File: src/rtl/jsilicon_pkg.sv
// Shared types for the ALU/UART command sequencer: FSM states, opcodes and the
// command word carried through the FIFO.
package jsilicon_pkg;

    typedef enum logic [2:0] {
        IDLE,
        ISSUE,
        WAIT_ALU,
        SEND_HI,
        WAIT_HI,
        SEND_LO,
        WAIT_LO,
        DONE
    } seq_state_t;

    localparam logic [2:0] OP_ADD = 3'd0;
    localparam logic [2:0] OP_SUB = 3'd1;
    localparam logic [2:0] OP_AND = 3'd2;
    localparam logic [2:0] OP_OR  = 3'd3;
    localparam logic [2:0] OP_XOR = 3'd4;
    localparam logic [2:0] OP_SHL = 3'd5;
    localparam logic [2:0] OP_SHR = 3'd6;
    localparam logic [2:0] OP_MUL = 3'd7;

    typedef struct packed {
        logic [7:0] a;
        logic [7:0] b;
        logic [2:0] op;
    } cmd_t;

    localparam int CMD_W = $bits(cmd_t);

endpackage

File: src/rtl/alu_cmd_sequencer_fifo.sv
// Command FIFO with a registered occupancy count; full/empty come straight
// from the count so cmd_ready never depends on a same-cycle pop.
module cmd_fifo
    import jsilicon_pkg::*;
#(
    parameter int DEPTH = 4
) (
    input  logic             clk,
    input  logic             rst_n,
    input  logic             push,
    input  logic [CMD_W-1:0] wdata,
    input  logic             pop,
    output logic [CMD_W-1:0] rdata,
    output logic             full,
    output logic             empty
);

    localparam int PTR_W = $clog2(DEPTH);
    localparam int CNT_W = $clog2(DEPTH + 1);

    logic [PTR_W-1:0] wr_ptr;
    logic [PTR_W-1:0] rd_ptr;
    logic [CNT_W-1:0] count;
    logic [CMD_W-1:0] mem [DEPTH];
    logic             do_push;
    logic             do_pop;

    assign full    = (count == CNT_W'(DEPTH));
    assign empty   = (count == '0);
    assign do_push = push && !full;
    assign do_pop  = pop && !empty;
    assign rdata   = mem[rd_ptr];

    always_ff @(posedge clk) begin
        if (!rst_n) begin
            wr_ptr <= '0;
            rd_ptr <= '0;
            count  <= '0;
        end else begin
            if (do_push) wr_ptr <= wr_ptr + PTR_W'(1);
            if (do_pop)  rd_ptr <= rd_ptr + PTR_W'(1);
            case ({do_push, do_pop})
                2'b10:   count <= count + CNT_W'(1);
                2'b01:   count <= count - CNT_W'(1);
                default: count <= count;
            endcase
        end
    end

    always_ff @(posedge clk) begin
        if (do_push) mem[wr_ptr] <= wdata;
    end

endmodule

File: src/rtl/alu_cmd_sequencer.sv
// Pops one command at a time into the ALU, captures the result after a fixed
// latency and streams it to the UART as bytes, MSB first.
//
// state    | meaning
// IDLE     | waiting for a queued command with ena=1
// ISSUE    | operands on the ALU, latency timer loaded
// WAIT_ALU | timer counting down (paused while ena=0)
// SEND_HI  | wait for UART idle, launch high byte
// WAIT_HI  | high byte in flight
// SEND_LO  | wait for UART idle, launch low byte
// WAIT_LO  | low byte in flight
// DONE     | one-cycle res_done
module alu_cmd_sequencer #(
    parameter int FIFO_DEPTH = 4,
    parameter int ALU_LAT    = 1,
    parameter int SEND_HI    = 1
) (
    input  logic        clk,
    input  logic        rst_n,
    input  logic        ena,
    input  logic        cmd_valid,
    output logic        cmd_ready,
    input  logic [7:0]  cmd_a,
    input  logic [7:0]  cmd_b,
    input  logic [2:0]  cmd_op,
    output logic [7:0]  alu_a,
    output logic [7:0]  alu_b,
    output logic [2:0]  alu_op,
    input  logic [15:0] alu_result,
    output logic [7:0]  uart_data,
    output logic        uart_start,
    input  logic        uart_busy,
    output logic [15:0] res_data,
    output logic        res_done,
    output logic        seq_busy
);
    import jsilicon_pkg::*;

    localparam logic [2:0] LAT_LOAD = 3'(ALU_LAT - 1);

    seq_state_t state;
    seq_state_t next_state;
    cmd_t       wr_cmd;
    cmd_t       head;
    logic       fifo_full;
    logic       fifo_empty;
    logic       pop;
    logic       alu_tick;
    logic       lat_zero;
    logic [2:0] lat_cnt;

    assign wr_cmd    = '{a: cmd_a, b: cmd_b, op: cmd_op};
    assign cmd_ready = !fifo_full;
    assign seq_busy  = (state != IDLE);
    assign alu_tick  = (state == WAIT_ALU) && ena;
    assign lat_zero  = (lat_cnt == 3'd0);

    cmd_fifo #(.DEPTH(FIFO_DEPTH)) u_fifo (
        .clk   (clk),
        .rst_n (rst_n),
        .push  (cmd_valid),
        .wdata (wr_cmd),
        .pop   (pop),
        .rdata (head),
        .full  (fifo_full),
        .empty (fifo_empty)
    );

    always_ff @(posedge clk) begin
        if (!rst_n) state <= IDLE;
        else        state <= next_state;
    end

    // uart_start is high exactly in the first WAIT_* cycle, which is the cycle
    // the UART has not yet raised busy, so it doubles as the ignore window.
    always_comb begin
        next_state = state;
        pop        = 1'b0;
        case (state)
            IDLE: begin
                if (ena && !fifo_empty) begin
                    pop        = 1'b1;
                    next_state = ISSUE;
                end
            end
            ISSUE:    next_state = WAIT_ALU;
            WAIT_ALU: begin
                if (alu_tick && lat_zero)
                    next_state = (SEND_HI != 0) ? jsilicon_pkg::SEND_HI : SEND_LO;
            end
            jsilicon_pkg::SEND_HI: if (!uart_busy) next_state = WAIT_HI;
            WAIT_HI:  if (!uart_start && !uart_busy) next_state = SEND_LO;
            SEND_LO:  if (!uart_busy) next_state = WAIT_LO;
            WAIT_LO:  if (!uart_start && !uart_busy) next_state = DONE;
            DONE:     next_state = IDLE;
            default:  next_state = IDLE;
        endcase
    end

    always_ff @(posedge clk) begin
        if (!rst_n) begin
            alu_a      <= '0;
            alu_b      <= '0;
            alu_op     <= '0;
            lat_cnt    <= '0;
            res_data   <= '0;
            uart_data  <= '0;
            uart_start <= 1'b0;
            res_done   <= 1'b0;
        end else begin
            uart_start <= 1'b0;
            res_done   <= (next_state == DONE);
            if (pop) begin
                alu_a  <= head.a;
                alu_b  <= head.b;
                alu_op <= head.op;
            end
            if (state == ISSUE)
                lat_cnt <= LAT_LOAD;
            else if (alu_tick && !lat_zero)
                lat_cnt <= lat_cnt - 3'd1;
            if (alu_tick && lat_zero)
                res_data <= alu_result;
            if (state == jsilicon_pkg::SEND_HI && !uart_busy) begin
                uart_data  <= res_data[15:8];
                uart_start <= 1'b1;
            end
            if (state == SEND_LO && !uart_busy) begin
                uart_data  <= res_data[7:0];
                uart_start <= 1'b1;
            end
        end
    end

endmodule
File: config.mk
export PLATFORM = sky130hd
export DESIGN_NAME = alu_cmd_sequencer
export DESIGN_NICKNAME = d
export VERILOG_FILES = /design/src/rtl/jsilicon_pkg.sv /design/src/rtl/alu_cmd_sequencer_fifo.sv /design/src/rtl/alu_cmd_sequencer.sv
export SDC_FILE = /design/constraint.sdc
export NUM_CORES = 1
export LEC_CHECK = 0
export CORE_AREA = 10 10 110 132
export CTS_CLUSTER_SIZE = 8
export DETAILED_ROUTE_END_ITERATION = 12
export DIE_AREA = 0 0 120 142
export PLACE_DENSITY_LB_ADDON = 0.1
export SYNTH_ARGS = -nofsm -noshare
export SYNTH_HDL_FRONTEND = slang
export SYNTH_SLANG_ARGS = --single-unit
File: constraint.sdc
create_clock -name clk -period 3.05 [get_ports clk]
set_input_delay 0.4575 -clock clk [delete_from_list [all_inputs] [get_ports clk]]
set_output_delay 0.4575 -clock clk [all_outputs]
set_load 0.02 [all_outputs]
==> metrics.log, run 1 <==
[metrics] clock tree from TritonCTS: yes
[metrics] kind of start point of the critical path: primary input
[metrics] reg2reg path depth: 9
[metrics] slew at the pin with the worst max-slew slack: 713 ps
[metrics] switching fraction of total power: 27.3%
[metrics] number of buffer and inverter instances along the worst setup path: 3
[metrics] Pwr Density: 813 mW/mm2
[metrics] syn_nets: 417
[metrics] initial core utilization: 43.9%
[metrics] Routed Antenna Nets: 0
[metrics] endpoint of the worst-slack reg-to-reg timing path: u_fifo.count[2]
[metrics] overall via count from detail_route: 3364
[metrics] maximum cell stage delay along the critical path: 520 ps
[metrics] total of flip-flops plus latches after synthesis: 134
[metrics] count leader, synth: edfxtp_1
[metrics] number of buffers added by the clock tree synthesis step: 17
[metrics] number of placement rows: 44
[metrics] cell type with the largest total area after synthesis: edfxtp_1
[metrics] starting DRC count in detailed routing: 247
[metrics] Detailed Route WL: 12100 um
[metrics] # diodes: 0
[metrics] synthesized netlist cell count: 369
[metrics] 1st-pass router iterations: 4
[metrics] max-slew headroom at the worst pin: 52.4%
[metrics] maximum ir drop on the vdd rail: 462 uV
[metrics] count of different cell masters after synthesis: 41
[metrics] final HPWL from detailed placement: 7810 um
[metrics] number of antenna violations at the first check in global routing: 0
[metrics] root buffer selected by CTS: clkbuf_16
[metrics] clock latency reported for the late side of the worst-skew pair: 410 ps
[metrics] sequential share of power: 39.9%
[metrics] Floorplan Core Area: 0.0119 mm2
[metrics] Internal Dissipation: 4.08 mW
[metrics] IO Port Bufs: 86
[metrics] share of the synthesized area in the top cell type: 43.6%
[metrics] class of the tightest hold or removal check: reg -> reg
[metrics] CTS sink count: 134
[metrics] largest net degree at the start of global routing: 32
[metrics] Design Power: 5.62 mW
[metrics] maximum fanout along the worst path: 3
[metrics] average detailed-routed wire length per instance: 19.1 um
[metrics] worst reg2reg startpoint: state[2]
[metrics] number of enable-type register cells in the synthesized netlist: 76
[metrics] timing endpoint of the critical path: u_fifo.count[2]
[metrics] fin worst setup slack: 396 ps
[metrics] CTS H-Tree Depth: 4
[metrics] total negative setup slack: 0 ps
[metrics] total of fill cells in the finished design: 1031
[metrics] WP data required: 3390 ps
[metrics] final period utilization: 87.0%
[metrics] global-route wire length before repair: 18800 um
[metrics] combined flip-flop and latch cell area: 0.00344 mm2
[metrics] area added between synthesis and finish: 31.8%
[metrics] count of placed standard cells including taps: 603
[metrics] post-synthesis sequential area ratio: 65.7%
[metrics] via count of the first global-routing pass: 3450
[metrics] post-cts sizing count: 0
[metrics] final critical path time including I/O delays and setup: 2650 ps
[metrics] hold buffers post-CTS: 0
[metrics] Finish-stage setup viols: 0
[metrics] commonest register cell after synthesis: edfxtp_1
[metrics] leakage power summed over all cells: 2.31 nW
[metrics] All-Layer GR Usage: 14.2%
[metrics] clk slew on worst S/H paths: 60 ps
[metrics] class of the most critical setup path: in -> reg
[metrics] CP arrival: 2990 ps
[metrics] die area: 0.0170 mm2
[metrics] fraction of final layout cells sized beyond drive strength 1: 16.5%
[metrics] biggest area contributors in the synthesized netlist: edfxtp_1 (44%), dfxtp_1 (22%), mux4_2 (8.2%), o2bb2ai_1 (3.2%), a21oi_1 (2.3%)
[metrics] Bufs on Longest Clock Path: 2
[metrics] buffer count from post-CTS setup fixing: 0
[metrics] detailed-route DRC error count: 0
[metrics] part of the total power dissipated in combinational logic: 21.9%
[metrics] Worst Clk Skew: 8.99 ps
[metrics] Net Sw Power: 1.53 mW
[metrics] routability congestion estimate: 0.789
[metrics] highest-delay cell along the critical path: clkdlybuf4s50_1
[metrics] syn avg cell area: 14.2 um2
[metrics] I/O pins: 87
[metrics] most common library cells after synthesis: edfxtp_1 (76), dfxtp_1 (58), a21oi_1 (24)
[metrics] logic depth of the worst setup path including buffers: 10
[metrics] dpl ws: -8.77 ps
[metrics] share of async-settable or async-resettable flops after synthesis: 0%
[metrics] max-slew violations: 0
[metrics] Chip Height: 142 um
[metrics] share of power burned in the clock network: 38.2%
[metrics] RSZ-0062 raised after global routing: no
[metrics] summed instance area of the synthesized netlist: 0.00524 mm2
[metrics] layout net count: 509
[metrics] Crit. End Element: flop
[metrics] Post-Layout Cell Count: 635
[metrics] max cap viols: 0
[metrics] start point of the critical path: ena
[metrics] max frequency: 0.377 GHz
[metrics] Hold Violations, Final: 0
[metrics] multi-input logic area: 0.00161 mm2
[metrics] worst setup slack for register-to-register paths: 510 ps
[metrics] total of warnings raised by yosys: 0
[metrics] crit-path cells: clkdlybuf4s50_1, or3b_4, or3_1, inv_1, ha_1, inv_1, fa_1, xor2_1, or3_1, a21oi_1
[metrics] die width: 120 um
[metrics] dominant delay contributor by cell family on the critical path: simple AND/OR/NAND/NOR gates
[metrics] status: complete, no violations
[metrics] total congestion overflow: 0
[metrics] detailed-route vias per instance: 5.30
## power by group through the flow
stage	sequential [mW]	combinational (mW)	clock (mW)
after floorplan	2.35	0.699	0
after global placement	2.27	1.23	0
after detailed placement	2.28	1.25	0
after CTS	2.24	1.26	2.18
after global routing	2.26	1.34	2.26
final	2.24	1.23	2.15
## layout make-up
type                            instances  area share, %
Tap cell                              161           2.92
Timing Repair Buffer                  101           14.1
Clock buffer                           18           6.21
Multi-Input combinational cell        195           23.4
Sequential cell                       134           49.9
Inverter                               12          0.652
Clock inverter                         14           2.88
## state kept, by name, summed over array words and instances, names as in the netlist
signal,count
u_fifo.wr_ptr,2
lat_cnt,3
alu_a,8
res_done,1
alu_op,3
uart_start,1
u_fifo.count,3
u_fifo.mem,76
alu_b,8
res_data,16
u_fifo.rd_ptr,2
state,3
uart_data,8
## routing by layer
| metal | share of wire, % | global-route usage, % | up-vias |
|---|---|---|---|
| met1 | 44 | 16.5 | 1667 |
| met4 | 0.81 | 5.28 | 0 |
| li1 | - | - | 1600 |
| met3 | 5.0 | 4.29 | 6 |
| met2 | 50 | 24.1 | 91 |
| met5 | 0 | 0 | - |
## layout by cell type (no fill, tap or decap), drive strengths merged
| master | n |
|---|---|
| and4bb | 1 |
| nand4bb | 1 |
| nor4 | 1 |
| nor2 | 6 |
| o22a | 8 |
| mux2i | 2 |
| buf | 15 |
| nand2 | 23 |
| nand3 | 19 |
| xor2 | 3 |
| dfxtp | 58 |
| a31oi | 2 |
| nor2b | 2 |
| mux4 | 19 |
| and2 | 1 |
| clkbuf | 18 |
| clkdlybuf4s50 | 86 |
| clkinv | 4 |
| or4 | 2 |
| bufinv | 4 |
| clkinvlp | 3 |
| a21oi | 25 |
| a21o | 2 |
| and3 | 4 |
| nor3 | 1 |
| o2bb2ai | 19 |
| inv | 15 |
| or3 | 3 |
| nand2b | 5 |
| ha | 7 |
| nor3b | 1 |
| a311oi | 3 |
| o21ai | 20 |
| o221a | 8 |
| o31ai | 2 |
| fa | 1 |
| or3b | 2 |
| nor4b | 2 |
| edfxtp | 76 |
## worst min-delay path, cell delays in order (launching register included)
cell       delay, ps
dfxtp_1          310
nand2_1           50
o2bb2ai_1         60
## worst min path at each step
stage / start / slack, ps / cells after the start / end
5_1_grt: alu_b[1] / 480 / 2 / alu_b[1]
6_report: alu_a[1] / 460 / 2 / alu_a[1]
2_1_floorplan: lat_cnt[0] / 450 / 2 / lat_cnt[0]
4_1_cts: alu_b[1] / 460 / 2 / alu_b[1]
3_5_place_dp: alu_b[1] / 460 / 2 / alu_b[1]
3_3_place_gp: alu_a[1] / 450 / 2 / alu_a[1]
## stage by stage
stage	hold WS (ps)	utilization [%]	area [um2]
5_1_grt	477	57.8	6910
3_3_place_gp	447	52.5	6280
2_1_floorplan	455	-	5240
6_report	460	57.8	6910
4_1_cts	463	57.8	6910
3_5_place_dp	455	52.5	6280
## kinds of logic (layout without fill, tap and decap cells)
kind of cell / count (synthesis) / after routing / synth area share [%]
flip-flops: 134 / 134 / 65.7
AO/OA/AOI/OAI: 89 / 89 / 11.9
AND/OR/NAND/NOR: 74 / 74 / 7.79
buffers and inverters: 40 / 145 / 3.46
multiplexers: 21 / 21 / 8.55
adder cells (fa/ha/maj): 8 / 8 / 2.05
XOR/XNOR: 3 / 3 / 0.502
No activity file was read; power rests on OpenSTA's default activity.
==> run 2, diff against run 1 <==
--- a/config.mk
+++ b/config.mk
@@ -13,3 +13,4 @@
 export SYNTH_ARGS = -nofsm -noshare
 export SYNTH_HDL_FRONTEND = slang
 export SYNTH_SLANG_ARGS = --single-unit
+export TNS_END_PERCENT = 30
==> results of run 2 <==
Same layout as run 1: the final DEF is identical, and so are final timing and power.
